<file path="config.mk">
export PLATFORM = sky130hd
export DESIGN_NAME = id_stage_pipelined
export DESIGN_NICKNAME = d
export VERILOG_FILES = /design/src/rtl/id_stage_pipelined.sv
export SDC_FILE = /design/constraint.sdc
export NUM_CORES = 2
export LEC_CHECK = 0
export BUFFER_PORTS_ARGS = -buffer_cell sky130_fd_sc_hd__buf_2
export CAP_MARGIN = 40
export CORE_MARGIN = 5
export CORE_UTILIZATION = 60
export DETAILED_ROUTE_END_ITERATION = 6
export PLACE_DENSITY = 0.78
export SYNTH_ARGS = -nofsm -noshare
export SYNTH_HDL_FRONTEND = slang
export SYNTH_SLANG_ARGS = --single-unit
</file>
<file path="constraint.sdc">
create_clock -name clk -period 3.89 [get_ports clk]
set_input_delay 0.5835 -clock clk [delete_from_list [all_inputs] [get_ports clk]]
set_output_delay 0.5835 -clock clk [all_outputs]
set_load 0.01 [all_outputs]
</file>
<file path="src/rtl/id_stage_pipelined.sv">
// id_stage_pipelined
//   Decode stage of the 5-stage pipeline. It contains the following parts:
//   - a 32 x DATA_W register file with write-through bypass;
//   - a RAW/load-use hazard detector;
//   - the ID/EX pipeline register, with bubble and flush handling;
//   - a saturating counter of freeze cycles.
//
// Ports
//   clk, rst                      clock, synchronous active-high reset
//   if_valid, instruction, pc_in  IF/ID contents
//   src2_is_reg                   instruction reads rt
//   exe/mem/wb_ctrl_in            controller bundles for this instruction
//   wb_en, wb_dest, wb_data       register-file write port
//   exe_wb_en, exe_dest,
//   exe_mem_read                  producer currently in EXE
//   mem_wb_en, mem_dest           producer currently in MEM
//   flush                         taken branch in EXE, squash ID
//   opcode, funct, freeze         combinational decode / stall outputs
//   id_ex_*                       registered ID/EX fields
//   stall_count                   saturating count of freeze cycles
module id_stage_pipelined #(
    parameter int DATA_W     = 32,
    parameter int EXE_CTRL_W = 6,
    parameter int MEM_CTRL_W = 2,
    parameter int WB_CTRL_W  = 2,
    parameter int FORWARD_EN = 0,
    parameter int CNT_W      = 16
) (
    input  logic                  clk,
    input  logic                  rst,
    input  logic                  if_valid,
    input  logic [31:0]           instruction,
    input  logic [DATA_W-1:0]     pc_in,
    input  logic                  src2_is_reg,
    input  logic [EXE_CTRL_W-1:0] exe_ctrl_in,
    input  logic [MEM_CTRL_W-1:0] mem_ctrl_in,
    input  logic [WB_CTRL_W-1:0]  wb_ctrl_in,
    input  logic                  wb_en,
    input  logic [4:0]            wb_dest,
    input  logic [DATA_W-1:0]     wb_data,
    input  logic                  exe_wb_en,
    input  logic [4:0]            exe_dest,
    input  logic                  exe_mem_read,
    input  logic                  mem_wb_en,
    input  logic [4:0]            mem_dest,
    input  logic                  flush,
    output logic [5:0]            opcode,
    output logic [5:0]            funct,
    output logic                  freeze,
    output logic                  id_ex_valid,
    output logic [DATA_W-1:0]     id_ex_pc,
    output logic [DATA_W-1:0]     id_ex_val1,
    output logic [DATA_W-1:0]     id_ex_val2,
    output logic [DATA_W-1:0]     id_ex_imm,
    output logic [4:0]            id_ex_rs,
    output logic [4:0]            id_ex_rt,
    output logic [4:0]            id_ex_rd,
    output logic [EXE_CTRL_W-1:0] id_ex_exe_ctrl,
    output logic [MEM_CTRL_W-1:0] id_ex_mem_ctrl,
    output logic [WB_CTRL_W-1:0]  id_ex_wb_ctrl,
    output logic [CNT_W-1:0]      stall_count
);

    logic [DATA_W-1:0] regs [32];
    logic [4:0]        rs, rt, rd;
    logic [DATA_W-1:0] val1, val2, imm_ext;
    logic              wr_ok;
    logic              exe_hit, mem_hit, hazard, bubble;

    assign opcode  = instruction[31:26];
    assign funct   = instruction[5:0];
    assign rs      = instruction[25:21];
    assign rt      = instruction[20:16];
    assign rd      = instruction[15:11];
    assign imm_ext = {{(DATA_W-16){instruction[15]}}, instruction[15:0]};
    assign wr_ok   = wb_en && (wb_dest != 5'd0);

    // Register file; reset clears every entry.
    always_ff @(posedge clk) begin
        if (rst) begin
            for (int unsigned i = 0; i < 32; i++) regs[i] <= '0;
        end else if (wr_ok) begin
            regs[wb_dest] <= wb_data;
        end
    end

    // Reads: r0 is hard zero, then write-through bypass, then storage.
    always_comb begin
        val1 = regs[rs];
        val2 = regs[rt];
        if (wr_ok && wb_dest == rs) val1 = wb_data;
        if (wr_ok && wb_dest == rt) val2 = wb_data;
        if (rs == 5'd0) val1 = '0;
        if (rt == 5'd0) val2 = '0;
    end

    // Hazard detection; rt only participates when the instruction reads it.
    always_comb begin
        exe_hit = exe_wb_en && (
                  (exe_dest == rs && rs != 5'd0) ||
                  (src2_is_reg && exe_dest == rt && rt != 5'd0));
        mem_hit = mem_wb_en && (
                  (mem_dest == rs && rs != 5'd0) ||
                  (src2_is_reg && mem_dest == rt && rt != 5'd0));
        if (FORWARD_EN != 0) hazard = if_valid && exe_mem_read && exe_hit;
        else                 hazard = if_valid && (exe_hit || mem_hit);
    end

    assign freeze = hazard && !flush;
    assign bubble = flush || hazard;

    // ID/EX register: reset, then bubble, then normal load.
    always_ff @(posedge clk) begin
        if (rst || bubble) begin
            id_ex_valid    <= 1'b0;
            id_ex_pc       <= '0;
            id_ex_val1     <= '0;
            id_ex_val2     <= '0;
            id_ex_imm      <= '0;
            id_ex_rs       <= '0;
            id_ex_rt       <= '0;
            id_ex_rd       <= '0;
            id_ex_exe_ctrl <= '0;
            id_ex_mem_ctrl <= '0;
            id_ex_wb_ctrl  <= '0;
        end else begin
            id_ex_valid    <= if_valid;
            id_ex_pc       <= pc_in;
            id_ex_val1     <= val1;
            id_ex_val2     <= val2;
            id_ex_imm      <= imm_ext;
            id_ex_rs       <= rs;
            id_ex_rt       <= rt;
            id_ex_rd       <= rd;
            id_ex_exe_ctrl <= if_valid ? exe_ctrl_in : '0;
            id_ex_mem_ctrl <= if_valid ? mem_ctrl_in : '0;
            id_ex_wb_ctrl  <= if_valid ? wb_ctrl_in  : '0;
        end
    end

    // Freeze-cycle counter, saturating at all ones.
    always_ff @(posedge clk) begin
        if (rst) begin
            stall_count <= '0;
        end else if (freeze && stall_count != '1) begin
            stall_count <= stall_count + CNT_W'(1);
        end
    end

endmodule

</file>
==> results.json <==
{
  "worstMarginPinSlew_ns": 1.02,
  "finalWirelength_um": 184000,
  "dp_hpwl_um": 110000,
  "r2r-end": "stall_count[14]",
  "syn2layout_area_growth_pct": 12.6,
  "period_share": 0.803,
  "yosysWarningCount": 0,
  "grt_pass1_vias": 38010,
  "synth_xor_xnor_area_share": 0.00543,
  "crit_required_ns": 3.31,
  "start_util": 0.602,
  "min_period_ns": 3.12,
  "power_frac_comb": 0.108,
  "power_density_mw_per_mm2": 448,
  "cp_common_cell": "buf_2",
  "synth-seq-cells": 1173,
  "min_path_type": "in -> reg",
  "ff2ff_path_depth": 8,
  "place_congestion": 0.883,
  "synth_cell_types": 46,
  "numCtsBuffers": 117,
  "grt_antenna_before_repair": 17,
  "tritoncts": "yes",
  "slowest_stage": "or3_2",
  "grt_overflow": 0,
  "fmax_mhz": 320,
  "startpoint": "instruction[25]",
  "ant_nets": 0,
  "yosysMostFrequentCell": "and2_1",
  "fin_hold_ws_ns": 0.0825,
  "drv_slew": 0,
  "postPlaceCellArea_mm2": 0.0615,
  "p_clk_frac": 0.390,
  "clock_sinks": 1173,
  "cp_slowest_stage_delay_ns": 0.50,
  "final_nets": 4172,
  "status": "complete, no violations",
  "cp_max_fo": 12,
  "cts_hold_buf": 0,
  "setup_viol": 0,
  "htree_levels": 3,
  "ys_top_cells_by_count": "and2_1, edfxtp_1, mux4_2",
  "drive_gt1_frac": 0.298,
  "final_hold_viol_count": 0,
  "design_area_mm2": 0.0654,
  "synthesis.area_mm2": 0.0581,
  "path_buf_inv": 3,
  "cp-start-kind": "input port",
  "die_y_um": 321,
  "drt_iter0_drc": 6404,
  "cp_top_family": "simple AND/OR/NAND/NOR gates",
  "place_ws_ns": 0.591,
  "yosysTopAreaCell": "edfxtp_1",
  "rsz0062_at_grt": "no",
  "synth-adder-area-share": 0.000215,
  "leakage_nw": 23.6,
  "synth_top_family_by_area": "multiplexers",
  "p_total_mw": 29.3,
  "tns_ns": 0,
  "ys_dominant_reg_cell": "edfxtp_1",
  "synthArstFlopShare": 0,
  "grt_max_degree": 85,
  "crit_cells": 8,
  "core_mm2": 0.0964,
  "crit_type": "in -> out",
  "p_int_mw": 22.3,
  "drc": 0,
  "wl_per_cell_um": 33.9,
  "arrival_ns": 2.54,
  "setup_slack_ns": 0.766,
  "clock_latency_ns": 0.70,
  "cts_buffer_depth": 3,
  "path_cells": "buf_2 > or3_2 > nor3_1 > or4_4 > a211oi_2 > nor2_2 > inv_1 > buf_2",
  "seq_area_frac_synth": 0.581,
  "grt_use_total": 0.353,
  "ir_drop_mv": 0.366,
  "dieArea_mm2": 0.103,
  "ios": 313,
  "synth_compound_area_frac": 0.0308,
  "nFillCells": 6242,
  "root_buffer": "clkbuf_16",
  "switchingPower_mw": 6.95,
  "clk_pin_slew_worst_paths_ns": 0.06,
  "cts_setup_buffers": 0,
  "cts-resized-gates": 0,
  "die_x_um": 321,
  "std_cell_rows": 114,
  "crit_end": "freeze",
  "viasPerCell": 7.06,
  "yosys-top-cells-area": "edfxtp_1, mux4_2, and2_1",
  "synth_top_area_frac": 0.529,
  "synth_area_per_cell_um2": 15.1,
  "regArea_mm2": 0.0337,
  "multiInputGateArea_mm2": 0.0228,
  "grt_pass1_wl_um": 262000,
  "portBuffers": 299,
  "vias": 38291,
  "skew_ns": 0.0202,
  "synthCells": 3858,
  "max_cap_viol_count": 0,
  "drt_pass1_iterations": 6,
  "seqPwrFrac": 0.502,
  "endpoint_kind": "output port",
  "r2r-start": "stall_count[0]",
  "switching_share": 0.237,
  "synth_edf_count": 1024,
  "rrSetupSlack_ns": 1.27,
  "synth_mux_area_frac": 0.211,
  "slew_headroom": 0.323,
  "synth-simple-area-share": 0.141
}
## sequential cells by signal, indices dropped and copies added (netlist names)
register,cells
id_ex_imm,16
id_ex_rt,5
id_ex_val2,32
id_ex_exe_ctrl,6
id_ex_rs,5
id_ex_wb_ctrl,2
id_ex_pc,32
stall_count,16
id_ex_val1,32
regs,1024
id_ex_mem_ctrl,2
id_ex_valid,1
## cell usage in the layout (no fill, tap or decap), types with 6 or more instances in the layout
| cell | count |
|---|---|
| o21ai_0 | 6 |
| a21oi_1 | 9 |
| nor4_1 | 63 |
| buf_2 | 294 |
| clkbuf_16 | 126 |
| clkinv_1 | 20 |
| dfxtp_1 | 149 |
| xnor2_1 | 15 |
| nor2_2 | 13 |
| conb_1 | 32 |
| nand3b_1 | 11 |
| nor2_1 | 82 |
| buf_12 | 41 |
| nor2b_1 | 7 |
| o22ai_1 | 252 |
| edfxtp_1 | 1024 |
| or2_2 | 33 |
| diode_2 | 11 |
| nand2_1 | 10 |
| and3_1 | 13 |
| buf_4 | 126 |
| clkbuf_8 | 10 |
| nor3_1 | 9 |
| clkbuf_1 | 28 |
| and2_1 | 1051 |
| nand4_1 | 8 |
| nor2_4 | 19 |
| xor2_1 | 21 |
| bufinv_16 | 8 |
| mux4_2 | 512 |
| nand3_1 | 7 |
| clkinv_2 | 15 |
| mux2i_1 | 66 |
## metrics by stage
step,std cells,util
6_report,5427,0.678
5_1_grt,5418,0.678
4_1_cts,5416,0.678
3_5_place_dp,5198,0.638
3_3_place_gp,5196,0.637
2_1_floorplan,3889,-
## power by group through the flow
stage	Combinational (mW)	Clock, mW	Sequential, mW
4_1_cts	3.12	11.4	14.7
5_1_grt	3.28	12.0	14.7
3_5_place_dp	3.11	0	14.9
3_3_place_gp	3.07	0	14.9
2_1_floorplan	1.94	0	14.8
6_report	3.17	11.4	14.7
## worst reg2reg max path, stage by stage (launching register included)
cell and delay, ns:
dfxtp_1 0.40, ha_1 0.23, nand3_1 0.10, or2_2 0.35, nor3_1 0.38, a2111oi_1 0.16
nor2_1 0.45, nor3_1 0.12, mux2_1 0.32
## worst min path at each step
stage	start	end	slack [ns]	depth (start not counted)
floorplan	stall_count[11]	stall_count[11]	0.51	2
global placement	stall_count[11]	stall_count[11]	0.49	2
detailed placement	stall_count[11]	stall_count[11]	0.51	2
CTS	pc_in[25]	id_ex_pc[25]	0.05	2
global route	pc_in[6]	id_ex_pc[6]	0.08	2
finish	pc_in[25]	id_ex_pc[25]	0.08	2
## per-layer routing
layer	track usage	wire, um	vias to the layer above
met5	0	69	-
met4	0.203	12800	6
met3	0.0985	26900	775
met2	0.550	85600	3418
met1	0.454	58800	19014
li1	-	-	15078
## cells by family after synthesis
kind of cell,after synthesis
simple gates,1348
flops,1173
mux,582
buf+inv,435
compound gates,282
xor+xnor,36
fa+ha+maj,1
other cells,1
## final cells by class
class,count,area share
multi-input cells,2281,0.349
inverters,2,0.000115
repair buffers,466,0.0506
diodes,11,0.000421
clock inverters,53,0.00718
clock buffers,165,0.0520
flip-flops and latches,1173,0.516
well taps,1276,0.0244
No activity file was read; power rests on OpenSTA's default activity.
